File: src/rtl/alu_src_arbiter_if.sv
// Bundle of request/grant/data signals between the requesters and the
// round-robin ALU source arbiter. The arbiter sits on the slave modport.
// The requester side (or a testbench) uses the master modport.
interface alu_src_arbiter_if #(
    parameter int W = 16
);
    logic [15:0]     req;           // per-requester request, held for the transaction
    logic            ready;         // downstream ALU consumer takes a beat
    logic [16*W-1:0] mux_d;         // flattened requester data, slice i = mux_d[i*W +: W]
    logic [15:0]     grant;         // registered one-hot grant
    logic [3:0]      sel;           // operand mux select = owner index
    logic            valid;         // owner's request present this cycle
    logic            beat;          // beat accepted
    logic [W-1:0]    owner_data_o;  // owner's data slice

    modport master (
        output req, ready, mux_d,
        input  grant, sel, valid, beat, owner_data_o
    );

    modport slave (
        input  req, ready, mux_d,
        output grant, sel, valid, beat, owner_data_o
    );
endinterface

File: src/rtl/alu_src_arbiter.sv
// Round-robin arbiter for the shared 16-input ALU operand/result mux.
// It issues a registered one-hot grant and holds it for a multi-cycle
// transaction. On release it hands over to the next pending requester
// with no idle cycle in between.
// Optional feature macro: ALU_ARB_BURST_LIMIT_EN. When it is defined, an
// owner is forced out after MAX_BURST accepted beats if anyone else waits.
module alu_src_arbiter #(
    parameter int W         = 16,
    parameter int MAX_BURST = 4
) (
    input logic             clk,
    input logic             rst_b,
    alu_src_arbiter_if.slave bus
);

    localparam int CNT_W = $clog2(MAX_BURST) + 1;

    typedef enum logic {
        IDLE  = 1'b0,
        GRANT = 1'b1
    } state_t;

    state_t             state_q, state_d;
    logic [3:0]         owner_q, owner_d;
    logic [3:0]         ptr_q,   ptr_d;
    logic [CNT_W-1:0]   cnt_q,   cnt_d;
    logic [15:0]        grant_q, grant_d;

    logic               owner_req;
    logic               valid;
    logic               beat;
    logic               do_release;
    logic [4:0]         idle_pick;   // {found, index}
    logic [4:0]         rel_pick;    // {found, index}

    // First asserted bit scanning start, start+1, ... modulo 16.
    // The scan runs from the far end so the closest hit is written last.
    function automatic logic [4:0] rr_pick(input logic [15:0] r, input logic [3:0] start);
        logic [4:0] res;
        logic [3:0] idx;
        res = '0;
        for (int i = 15; i >= 0; i--) begin
            idx = start + 4'(i);
            if (r[idx]) res = {1'b1, idx};
        end
        return res;
    endfunction

    // Owner status and the two arbitration candidates: fresh grant from IDLE,
    // and hand-over with the current owner's bit masked out.
    assign owner_req = bus.req[owner_q];
    assign valid     = (state_q == GRANT) && owner_req;
    assign beat      = valid && bus.ready;
    assign idle_pick = rr_pick(bus.req, ptr_q);
    assign rel_pick  = rr_pick(bus.req & ~grant_q, owner_q + 4'd1);

`ifdef ALU_ARB_BURST_LIMIT_EN
    localparam logic [CNT_W-1:0] CNT_LAST = CNT_W'(MAX_BURST - 1);
    logic burst_done;
    logic others_pending;

    // Forced rotation only when the last beat of a burst lands and someone waits.
    assign others_pending = |(bus.req & ~grant_q);
    assign burst_done     = beat && (cnt_q == CNT_LAST);
    assign do_release     = !owner_req || (burst_done && others_pending);
`else
    assign do_release = !owner_req;
`endif

    // Next-state logic: arbitration, hand-over and beat counting.
    always_comb begin
        // NOTE: every value assigned below gets a default first, so no path
        // through the case leaves a signal unassigned and infers a latch.
        state_d = state_q;
        owner_d = owner_q;
        ptr_d   = ptr_q;
        cnt_d   = cnt_q;
        grant_d = grant_q;

        case (state_q)
            IDLE: begin
                if (idle_pick[4]) begin
                    state_d = GRANT;
                    owner_d = idle_pick[3:0];
                    grant_d = 16'd1 << idle_pick[3:0];
                    cnt_d   = '0;
                end
            end
            GRANT: begin
                if (do_release) begin
                    ptr_d = owner_q + 4'd1;
                    cnt_d = '0;
                    if (rel_pick[4]) begin
                        owner_d = rel_pick[3:0];
                        grant_d = 16'd1 << rel_pick[3:0];
                    end else begin
                        state_d = IDLE;
                        owner_d = '0;
                        grant_d = '0;
                    end
                end else if (beat) begin
`ifdef ALU_ARB_BURST_LIMIT_EN
                    // Burst complete with nobody waiting: start a new burst.
                    cnt_d = burst_done ? '0 : cnt_q + 1'b1;
`else
                    cnt_d = cnt_q + 1'b1;
`endif
                end
            end
            default: begin
                state_d = IDLE;
                owner_d = '0;
                grant_d = '0;
                cnt_d   = '0;
            end
        endcase
    end

    // State register; reset aborts any transfer in flight.
    always_ff @(posedge clk or negedge rst_b) begin
        // NOTE: sequential state uses non-blocking assignments only. The
        // asynchronous reset clears the grant without waiting for a clock.
        if (!rst_b) begin
            state_q <= IDLE;
            owner_q <= '0;
            ptr_q   <= '0;
            cnt_q   <= '0;
            grant_q <= '0;
        end else begin
            state_q <= state_d;
            owner_q <= owner_d;
            ptr_q   <= ptr_d;
            cnt_q   <= cnt_d;
            grant_q <= grant_d;
        end
    end

    // Outputs: select follows the owner register (zero while idle) and only
    // the selected slice reaches the shared path.
    assign bus.grant        = grant_q;
    assign bus.sel          = owner_q;
    assign bus.valid        = valid;
    assign bus.beat         = beat;
    assign bus.owner_data_o = bus.mux_d[owner_q*W +: W];

endmodule

File: src/flat_wrapper.sv
// flat-port wrapper written by rule: the top's interface ports become plain ports
module alu_src_arbiter_flat 
#(
    parameter int W         = 16,
    parameter int MAX_BURST = 4
)
  (clk, rst_b, bus_req, bus_ready, bus_mux_d, bus_grant, bus_sel, bus_valid, bus_beat, bus_owner_data_o);
  alu_src_arbiter_if #(.W(W)) bus_i ();
  input logic clk;
  input logic rst_b;
  input wire logic [$bits(bus_i.req)-1:0] bus_req;
  input wire logic [$bits(bus_i.ready)-1:0] bus_ready;
  input wire logic [$bits(bus_i.mux_d)-1:0] bus_mux_d;
  output wire logic [$bits(bus_i.grant)-1:0] bus_grant;
  output wire logic [$bits(bus_i.sel)-1:0] bus_sel;
  output wire logic [$bits(bus_i.valid)-1:0] bus_valid;
  output wire logic [$bits(bus_i.beat)-1:0] bus_beat;
  output wire logic [$bits(bus_i.owner_data_o)-1:0] bus_owner_data_o;
  assign bus_i.req = bus_req;
  assign bus_i.ready = bus_ready;
  assign bus_i.mux_d = bus_mux_d;
  assign bus_grant = bus_i.grant;
  assign bus_sel = bus_i.sel;
  assign bus_valid = bus_i.valid;
  assign bus_beat = bus_i.beat;
  assign bus_owner_data_o = bus_i.owner_data_o;
  alu_src_arbiter #(.W(W), .MAX_BURST(MAX_BURST)) u_core (.clk(clk), .rst_b(rst_b), .bus(bus_i));
endmodule
File: config.mk
export PLATFORM = sky130hd
export DESIGN_NAME = alu_src_arbiter_flat
export DESIGN_NICKNAME = d
export VERILOG_FILES = /design/src/rtl/alu_src_arbiter_if.sv /design/src/rtl/alu_src_arbiter.sv /design/src/flat_wrapper.sv
export SDC_FILE = /design/constraint.sdc
export NUM_CORES = 1
export LEC_CHECK = 0
export CAP_MARGIN = 0
export CORE_ASPECT_RATIO = 1.1
export CORE_MARGIN = 2
export CORE_UTILIZATION = 50
export DETAILED_ROUTE_END_ITERATION = 7
export HOLD_SLACK_MARGIN = 0.05
export PLACE_DENSITY_LB_ADDON = 0.2
export SLEW_MARGIN = 10
export SYNTH_ARGS = -nofsm -noshare
export SYNTH_HDL_FRONTEND = slang
export SYNTH_SLANG_ARGS = --single-unit
File: constraint.sdc
create_clock -name clk -period 13.7 [get_ports clk]
set_input_delay 2.055 -clock clk [delete_from_list [all_inputs] [get_ports clk]]
set_output_delay 2.055 -clock clk [all_outputs]
set_load 0.01 [all_outputs]
==> results.cfg <==
[status]
status = complete, no violations

[clock_tree]
cts.sinks = 25
cts_root_buffer = clkbuf_16
cts_resized = 0
clock_insertion_delay_worst_skew_ns = 0.26
clk_pin_slew_ns = 0.06
htree_num_levels = 1
cts_tree = done
cts_setup_buffers = 0
clockBufferDepth = 2
cts_buffers = 3
holdBufCountCts = 0

[layout]
synthToLayoutAreaGrowth_pct = 39.97
nFillCells = 1253
drive_gt1_share_pct = 17.87
seqCellArea_um2 = 634.4
nets = 1369
instances_no_fill = 1287
multi_input_area_um2 = 7012

[timing]
slew_viol_final = 0
hold_violations = 0
period_share_pct = 48.10
rsz0062_at_grt = false
max_slew.worst_pin.slew_ns = 1.026
setup_total_negative_slack_ns = 0
setup_ws_ns = 7.110
finalClockSkew_ns = 0.004505
finalCriticalPeriod_ns = 6.590
fmax_mhz = 151.7
setup_viol = 0
fin_hold_ws_ns = 0.6244
timing.slew.headroom_pct = 31.58

[worst_setup_path]
rr_endpoint = u_core.bus.grant[15]
r2r_slack_ns = 7.37
crit_path_end_kind = primary output
worstReg2RegStart = u_core.bus.sel[0]
cp-start-kind = primary input
rr_worst_depth = 16
critPathRequiredTime_ns = 11.64
crit_arrival_ns = 4.54
cp_max_fo = 12
worstSetupPathType = primary input to primary output

[global_routing]
grt_max_degree = 69
grt_usage_pct = 38.48
grt-ovfl-total = 0
antenna_found_initial = 10
grt_pass1_vias = 8532
grt_pass1_wl_um = 51220

[logic_synthesis]
synth_seq_cells = 25
yosys-top-cells-count = 126 x mux4_2, 58 x nand2_1, 51 x mux2i_1, 42 x nor2_1, 36 x a21oi_1
yosysTopAreaCellShare_pct = 35.18
ys_warn_count = 0
synth.largest_area_cell = mux4_2
ys_seq_area_share_pct = 7.756
synth-async-reset-ratio_pct = 100.0
synth_area_per_cell_um2 = 9.813
synth_edf_count = 0
synthTopCellsByArea = mux4_2 35%, dfrtp_1 7.8%, mux2i_1 6.3%
synth_cells = 822
synth.distinct_cells = 89
synth_area_um2 = 8066
synth_flop_cell = dfrtp_1
postSynthNetCount = 1110
synth_most_common_cell = mux4_2

[placement]
place.gp.congestion = 0.9759
portBuffers = 312
post-place-ws_ns = 7.163
placed_cells = 1276
place_hpwl_um = 27760

[drt]
vias = 9049
drtIter0Drc = 1101
ant_nets = 0
viasPerCell = 7.031
wl_per_cell_um = 26.94
drc = 0
wl_um = 34680
drt_first_pass_iters = 6

[die]
fp.dieArea_um2 = 17170
initial_core_util_pct = 51.26
core_um2 = 15740
placementRows = 48
die_height_um = 137.2
io_pins = 313
die_w_um = 125.1

[flow_run]
cap_violations = 0

[min_path]
hold_class = register to register
min_from = u_core.bus.grant[9]
whs_endpoint = u_core.bus.grant[9]
min_path_cells = 2
-- worst max path at each step --
stage	start	end	slack, ns	cells past startpoint
after floorplan	bus_req[13]	bus_beat	8.29	4
after global placement	bus_req[8]	bus_beat	7.21	5
after detailed placement	bus_req[8]	bus_beat	7.16	5
after CTS	bus_req[8]	bus_beat	7.16	5
after global routing	u_core.bus.sel[0]	u_core.bus.grant[1]	7.05	16
final	bus_req[12]	bus_beat	7.11	5
-- critical path: stages --
cell and delay, ns:
clkdlybuf4s50_1 0.65, mux4_2 0.56, mux4_2 0.54, and3_1 0.21
clkdlybuf4s50_1 0.51
-- state kept, by name, indices dropped and copies added (netlist names) --
name / count
u_core.bus.grant: 16
u_core.bus.sel: 4
u_core.ptr_q: 4
u_core.state_q: 1
-- cells by family after synthesis --
| group | count (synthesis) | synth area share, % |
|---|---|---|
| AO/OA/AOI/OAI | 207 | 18.57 |
| XOR/XNOR | 26 | 3.506 |
| adder cells (fa/ha/maj) | 13 | 2.016 |
| buffers and inverters | 93 | 5.320 |
| flip-flops | 25 | 7.756 |
| multiplexers | 203 | 45.62 |
| AND/OR/NAND/NOR | 255 | 17.22 |
-- metal layers --
metal / wire (um) / track usage, %
met5: 65 / 0
met3: 3448 / 8.932
met2: 16880 / 64.58
met4: 1626 / 15.99
met1: 12650 / 48.31
-- layout make-up --
| cell class | count | area share (%) |
|---|---|---|
| antenna | 7 | 0.1551 |
| clock buffer | 3 | 0.6649 |
| clock inverter | 1 | 0.06649 |
| inverter | 25 | 0.8533 |
| multi-input combinational | 704 | 62.10 |
| sequential | 25 | 5.618 |
| tap | 200 | 2.216 |
| timing repair buffer | 322 | 28.32 |
-- placed cells by master (no fill, tap or decap), types with 5 or more instances in the layout --
cell,n
a221o_1,9
nand3_1,23
o211ai_1,5
mux4_2,126
and3_1,8
buf_4,10
nor3_1,18
o221ai_1,14
a31oi_1,9
diode_2,7
a211oi_1,11
xor2_1,7
nor2_1,42
nor3b_1,5
o31ai_1,5
mux2i_1,51
a22oi_1,6
mux2_2,21
o21a_1,8
nor2b_1,21
ha_1,13
nand3b_1,9
xnor2_1,14
o22ai_1,12
dfrtp_1,22
nand2_1,58
clkdlybuf4s50_1,312
nor4bb_1,8
inv_1,21
a21oi_1,36
a21boi_0,7
nor4_1,7
nand2b_1,20
or3_1,5
and2_1,5
o21ai_0,34
-- stage by stage --
stage | utilization, % | cell area [um^2]
final | 71.76 | 11290
after global routing | 71.69 | 11280
after CTS | 71.64 | 11270
after detailed placement | 71.12 | 11190
after global placement | 71.12 | 11190
after floorplan | - | 8066
Power is not shown: default switching activity piles up to over one toggle a cycle in this logic, so the estimate is an artifact.
